===== src/rtl/bzmusic_pkg.sv =====
// Shared types and helpers for the buzzer music sequencer.
// A ROM word is {tone, dur}; the helpers slice it for any field widths up to 32 bits total.
package bzmusic_pkg;

  typedef enum logic [1:0] {IDLE, FETCH, PLAY, GAP} state_t;

  localparam int REST_CODE = 0;
  localparam int END_DUR   = 0;

  function automatic logic [31:0] word_tone(input logic [31:0] word, input int dur_w);
    return word >> dur_w;
  endfunction

  function automatic logic [31:0] word_dur(input logic [31:0] word, input int dur_w);
    return word & ((32'd1 << dur_w) - 32'd1);
  endfunction

endpackage


===== src/rtl/bzmusic_beat_cnt.sv =====
// Loadable beat/duration down-counter; term flags the last active cycle of a note.
module bzmusic_beat_cnt #(
  parameter int BEAT_W = 24,
  parameter int DUR_W  = 4
) (
  input  logic              clk,
  input  logic              rst,
  input  logic              clear,
  input  logic              load,
  input  logic              run,
  input  logic [BEAT_W-1:0] beat_len,
  input  logic [DUR_W-1:0]  dur,
  output logic              term
);

  logic [BEAT_W-1:0] beat_cnt;
  logic [DUR_W-1:0]  dur_cnt;

  assign term = run && (beat_cnt == '0) && (dur_cnt == DUR_W'(1));

  // beat_len is already clamped to at least 1 by the caller
  always_ff @(posedge clk) begin
    if (rst || clear) begin
      beat_cnt <= '0;
      dur_cnt  <= '0;
    end else if (load) begin
      beat_cnt <= beat_len - BEAT_W'(1);
      dur_cnt  <= dur;
    end else if (run) begin
      if (beat_cnt == '0) begin
        beat_cnt <= beat_len - BEAT_W'(1);
        dur_cnt  <= dur_cnt - DUR_W'(1);
      end else begin
        beat_cnt <= beat_cnt - BEAT_W'(1);
      end
    end
  end

endmodule


===== src/rtl/bzmusic_seq.sv =====
// Buzzer music sequencer: walks the note ROM between programmable bounds and drives tone/enable.
// All outputs are registered copies of the next-state decode, so they line up with the state.
module bzmusic_seq
  import bzmusic_pkg::*;
#(
  parameter int ADDR_W  = 8,
  parameter int TONE_W  = 6,
  parameter int DUR_W   = 4,
  parameter int BEAT_W  = 24,
  parameter int GAP_CYC = 16,
  parameter int ROM_LAT = 1
) (
  input  logic                    clk,
  input  logic                    rst,
  input  logic                    start,
  input  logic                    stop,
  input  logic                    pause,
  input  logic                    loop_en,
  input  logic [ADDR_W-1:0]       start_addr,
  input  logic [ADDR_W-1:0]       end_addr,
  input  logic [BEAT_W-1:0]       beat_len,
  output logic [ADDR_W-1:0]       rom_addr,
  input  logic [TONE_W+DUR_W-1:0] rom_data,
  output logic [TONE_W-1:0]       tone,
  output logic                    tone_en,
  output logic                    busy,
  output logic                    done,
  output logic [ADDR_W-1:0]       cur_addr
);

  localparam int GAP_W = (GAP_CYC > 1) ? $clog2(GAP_CYC) : 1;

  state_t            state, next_state;
  logic [ADDR_W-1:0] addr, addr_nxt, start_r, end_r, cur_addr_nxt;
  logic [BEAT_W-1:0] beat_r;
  logic [1:0]        fetch_cnt;
  logic [GAP_W-1:0]  gap_cnt;
  logic [TONE_W-1:0] cap_tone, tone_nxt;
  logic [DUR_W-1:0]  cap_dur;
  logic              capture, load, run, term, go_adv, go_end, song_done, tone_en_nxt;

  assign cap_tone = TONE_W'(word_tone(32'(rom_data), DUR_W));
  assign cap_dur  = DUR_W'(word_dur(32'(rom_data), DUR_W));
  assign capture  = (state == FETCH) && (fetch_cnt == 2'(ROM_LAT));
  assign load     = (state == FETCH) && (next_state == PLAY);
  assign run      = (state == PLAY) && !pause;

  bzmusic_beat_cnt #(.BEAT_W(BEAT_W), .DUR_W(DUR_W)) u_beat_cnt (
    .clk      (clk),
    .rst      (rst),
    .clear    (next_state == IDLE),
    .load     (load),
    .run      (run),
    .beat_len (beat_r),
    .dur      (cap_dur),
    .term     (term)
  );

  always_ff @(posedge clk) begin
    if (rst) begin
      state     <= IDLE;
      addr      <= '0;
      start_r   <= '0;
      end_r     <= '0;
      beat_r    <= '0;
      fetch_cnt <= '0;
      gap_cnt   <= '0;
    end else begin
      state <= next_state;
      addr  <= addr_nxt;
      if (state == IDLE && next_state == FETCH) begin
        start_r <= start_addr;
        end_r   <= end_addr;
        beat_r  <= (beat_len == '0) ? BEAT_W'(1) : beat_len;
      end
      fetch_cnt <= (state == FETCH && next_state == FETCH && !capture) ? fetch_cnt + 2'd1 : '0;
      if (state == GAP && next_state == GAP)
        gap_cnt <= pause ? gap_cnt : gap_cnt + GAP_W'(1);
      else
        gap_cnt <= '0;
    end
  end

  // Song end and the advance step are shared by FETCH, PLAY and GAP; stop overrides everything.
  always_comb begin
    next_state = state;
    addr_nxt   = addr;
    song_done  = 1'b0;
    go_adv     = 1'b0;
    go_end     = 1'b0;
    unique case (state)
      IDLE: if (start) begin
        next_state = FETCH;
        addr_nxt   = start_addr;
      end
      FETCH: if (capture) begin
        if (cap_dur == DUR_W'(END_DUR)) go_end = 1'b1;
        else                            next_state = PLAY;
      end
      PLAY: if (term) begin
        if (GAP_CYC == 0) go_adv = 1'b1;
        else              next_state = GAP;
      end
      GAP: if (!pause && gap_cnt == GAP_W'(GAP_CYC - 1)) go_adv = 1'b1;
      default: next_state = IDLE;
    endcase
    if (go_adv) begin
      if (addr == end_r) begin
        go_end = 1'b1;
      end else begin
        addr_nxt   = addr + ADDR_W'(1);
        next_state = FETCH;
      end
    end
    if (go_end) begin
      if (loop_en) begin
        addr_nxt   = start_r;
        next_state = FETCH;
      end else begin
        next_state = IDLE;
        song_done  = 1'b1;
      end
    end
    if (stop) begin
      next_state = IDLE;
      song_done  = 1'b0;
    end
    if (next_state == IDLE) addr_nxt = '0;
  end

  always_comb begin
    tone_nxt     = tone;
    cur_addr_nxt = cur_addr;
    tone_en_nxt  = 1'b0;
    if (next_state == IDLE) begin
      tone_nxt     = '0;
      cur_addr_nxt = '0;
    end else begin
      if (capture) tone_nxt = cap_tone;
      if (load) cur_addr_nxt = addr;
      tone_en_nxt = (next_state == PLAY) && !pause && (tone_nxt != TONE_W'(REST_CODE));
    end
  end

  always_ff @(posedge clk) begin
    if (rst) begin
      rom_addr <= '0;
      tone     <= '0;
      tone_en  <= 1'b0;
      busy     <= 1'b0;
      done     <= 1'b0;
      cur_addr <= '0;
    end else begin
      rom_addr <= addr_nxt;
      tone     <= tone_nxt;
      tone_en  <= tone_en_nxt;
      busy     <= (next_state != IDLE);
      done     <= song_done;
      cur_addr <= cur_addr_nxt;
    end
  end

endmodule


===== config.mk =====
export PLATFORM = sky130hd
export DESIGN_NAME = bzmusic_seq
export DESIGN_NICKNAME = d
export VERILOG_FILES = /design/src/rtl/bzmusic_pkg.sv /design/src/rtl/bzmusic_beat_cnt.sv /design/src/rtl/bzmusic_seq.sv
export SDC_FILE = /design/constraint.sdc
export NUM_CORES = 1
export LEC_CHECK = 0
export CAP_MARGIN = 25
export CORE_ASPECT_RATIO = 0.7
export CORE_MARGIN = 2
export CORE_UTILIZATION = 45
export DETAILED_ROUTE_END_ITERATION = 8
export HOLD_SLACK_MARGIN = 0.02
export PLACE_DENSITY = 0.68
export SLEW_MARGIN = 20
export SYNTH_ARGS = -nofsm -noshare
export SYNTH_HDL_FRONTEND = slang
export SYNTH_HIERARCHICAL = 1
export SYNTH_SLANG_ARGS = --single-unit

===== constraint.sdc =====
create_clock -name clk -period 9.9 [get_ports clk]
set_input_delay 0.99 -clock clk [delete_from_list [all_inputs] [get_ports clk]]
set_output_delay 0.99 -clock clk [all_outputs]
set_load 0.1 [all_outputs]

==> impl_metrics.json <==
{
  "outcome": "completed",
  "power_frac_clock": 0.386,
  "leakage_nw": 2.626,
  "cts_resized": 0,
  "htreeDepth": 3,
  "grt_usage": 0.2397,
  "synth_top_cell_area_share": 0.3679,
  "p_switching_w": 0.0002576,
  "initial_core_util": 0.4654,
  "cts.hold.buffers_added": 0,
  "routed_wl_mm": 15.63,
  "power.internal_w": 0.0006951,
  "gp_congestion": 0.9351,
  "first_global_vias": 4729,
  "postRouteAntennaNets": 0,
  "cts_buffers": 9,
  "netlist_area_sq_mm": 0.005495,
  "seq_area_frac_synth": 0.3679,
  "syn_area_per_cell_sq_um": 8.627,
  "crit_path_start": "pause",
  "yosysTopAreaCell": "dfxtp_1",
  "drive_above_1_share": 0.06506,
  "critPathArrivalTime_ns": 5.64,
  "root_buffer": "clkbuf_16",
  "synth_edf_count": 0,
  "slew_violations": 0,
  "grt_max_degree": 49,
  "finalSetupViolCount": 0,
  "power_frac_seq": 0.452,
  "cts_setup_buffers": 0,
  "fin_crit_sh": 0.5444,
  "timing.slew.headroom": 0.3368,
  "ys.flop_type": "dfxtp_1",
  "worst-setup-path-type": "in -> reg",
  "period_needed_ns": 5.389,
  "ys_async_sr_fraction": 0,
  "grt_pass1_wl_mm": 24.52,
  "peakVddDrop_mv": 0.09651,
  "synth_cell_types": 77,
  "combinationalPowerShare": 0.163,
  "drv_cap": 0,
  "reg2reg_from": "state[1]",
  "final_nets": 766,
  "num_rows": 33,
  "num_vias": 5186,
  "wl_per_cell_microns": 18.09,
  "worstPathMaxFanout": 11,
  "drt_pre_antenna_iters": 5,
  "power_density_mw_per_mm2": 142.8,
  "clkTransAtPathRegs_ns": 0.07,
  "worstSetupEndpointType": "flip-flop",
  "antenna_cells": 0,
  "final_util": 0.5648,
  "antenna_found_initial": 0,
  "p_sw_frac": 0.2704,
  "dp_cells": 848,
  "hpwl_mm": 11.33,
  "fin_cells": 864,
  "clock_latency_ns": 0.35,
  "rsz0062_at_grt": "false",
  "grt.overflow.total": 0,
  "tightest_slew_ns": 0.9918,
  "core_sq_mm": 0.01181,
  "synth_seq_cells": 101,
  "hold_class": "reg -> reg",
  "fin_total_pwr_w": 0.0009527,
  "synth_cells": 637,
  "hold_path.startpoint": "fetch_cnt[0]",
  "setup_tns_ns": 0,
  "die-area_sq_mm": 0.01313,
  "syn_nets": 701,
  "netlist_top_cells_area": "dfxtp_1 37%, mux2i_1 7.7%, nor2_1 5.8%, nand2_1 3.3%, xor2_1 3.3%",
  "finalHoldViolCount": 0,
  "cts_tree": "yes",
  "clock_path_buffers": 2,
  "cts_sinks": 101,
  "drc": 0,
  "ys_warn_count": 6,
  "port_buffers": 80,
  "initialDrtViolationCount": 428,
  "max_freq_mhz": 185.6,
  "critPathLaunchType": "input pin",
  "finClkSkew_ns": 0.009763,
  "drt-vias-per-instance": 6.002,
  "required_ns": 10.15,
  "dieWidth_microns": 136.1,
  "final_common_cell": "dfxtp_1",
  "fp.dieH_microns": 96.46,
  "io_pins": 81,
  "areaGrowthSynthToFinish_pct": 21.38,
  "final_cell_mix": "101 x dfxtp_1, 85 x nor2_1, 79 x clkdlybuf4s50_1, 49 x nand2_1, 42 x mux2i_1"
}
==> synth_stat cells, types with 7 or more instances <==
master     count
nand2_1       49
inv_1         12
nor3_1        25
o211ai_1       8
nand3_1       15
and3_1         7
o21ai_1       18
a21oi_1       19
nor4_1        23
o2bb2ai_1      9
clkbuf_1      17
ha_1           8
or3_1          7
or4_1         10
a32o_1         9
buf_2          7
nor2_1        85
and2_1         7
a211oi_1      12
xnor2_1       12
nand4_1        7
xor2_1        21
mux2i_1       42
o21ai_0       14
dfxtp_1      101
==> layout make-up <==
| class | count | area [sq um] |
|---|---|---|
| inverters | 13 | 48.80 |
| well taps | 157 | 196.4 |
| flip-flops and latches | 101 | 2022 |
| multi-input cells | 490 | 3243 |
| clock inverters | 4 | 55.05 |
| repair buffers | 87 | 848.3 |
| fillers | 1090 | 5139 |
| clock buffers | 12 | 256.5 |
==> final timing paths <==
path / cells after the start / endpoint / slack (ns)
setup / recovery: 14 / u_beat_cnt/beat_cnt[21] / 4.51
hold / removal: 1 / fetch_cnt[0] / 0.44
setup reg to reg: 13 / u_beat_cnt/beat_cnt[21] / 5.13
hold reg to reg: 1 / fetch_cnt[0] / 0.44
==> cell families after synthesis <==
group | Yosys count | synth area share
buffers and inverters | 46 | 0.04326
xor gates and xnor gates | 33 | 0.05260
muxes | 43 | 0.07855
AOI/OAI and AO/OA | 130 | 0.1724
DFF | 101 | 0.3679
adders and majority gates | 8 | 0.01822
and+or+nand+nor | 276 | 0.2671
==> routing by layer <==
layer  GRT usage  wire, microns  up-vias
met2      0.3476           6415      237
met3     0.04538           1209        5
met5           0              0        -
li1            -              -     2501
met1      0.3642           7925     2443
met4     0.05382             83        0
==> through the flow <==
stage	hold WS [ns]	cell area [sq um]	setup WS, ns
global route	0.4563	6670	4.227
detailed placement	0.4267	6351	4.216
finish	0.4370	6670	4.511
floorplan	0.4043	5495	5.462
global placement	0.4175	6344	4.258
CTS	0.4363	6663	4.590
==> worst max-delay path: stages <==
cell	delay (ns)
clkdlybuf4s50_1	0.55
nor3b_1	0.69
nand4_1	0.26
nor4b_1	0.47
mux2i_1	0.15
a21o_1	0.23
nor3_2	0.37
nand2_1	0.23
o31a_1	0.17
or2_2	0.41
nor2_1	0.48
buf_4	0.30
nand2_2	0.11
o211ai_1	0.23
==> flip-flops by register name, indices dropped and copies added (netlist names) <==
name                 count
tone_en                  1
tone                     6
start_r                  8
rom_addr                 8
done                     1
gap_cnt                  4
cur_addr                 8
state                    2
busy                     1
fetch_cnt                2
end_r                    8
beat_r                  24
u_beat_cnt/beat_cnt     24
u_beat_cnt/dur_cnt       4
==> power groups by stage <==
stage / registers, W / clock network, W / logic [W]
after floorplan: 0.000443 / 0 / 0.0000906
after global placement: 0.000439 / 0 / 0.000148
after detailed placement: 0.000439 / 0 / 0.000151
after CTS: 0.000430 / 0.000374 / 0.000152
after global routing: 0.000432 / 0.000394 / 0.000165
final: 0.000430 / 0.000367 / 0.000155
(Power assumes the default switching activity.)
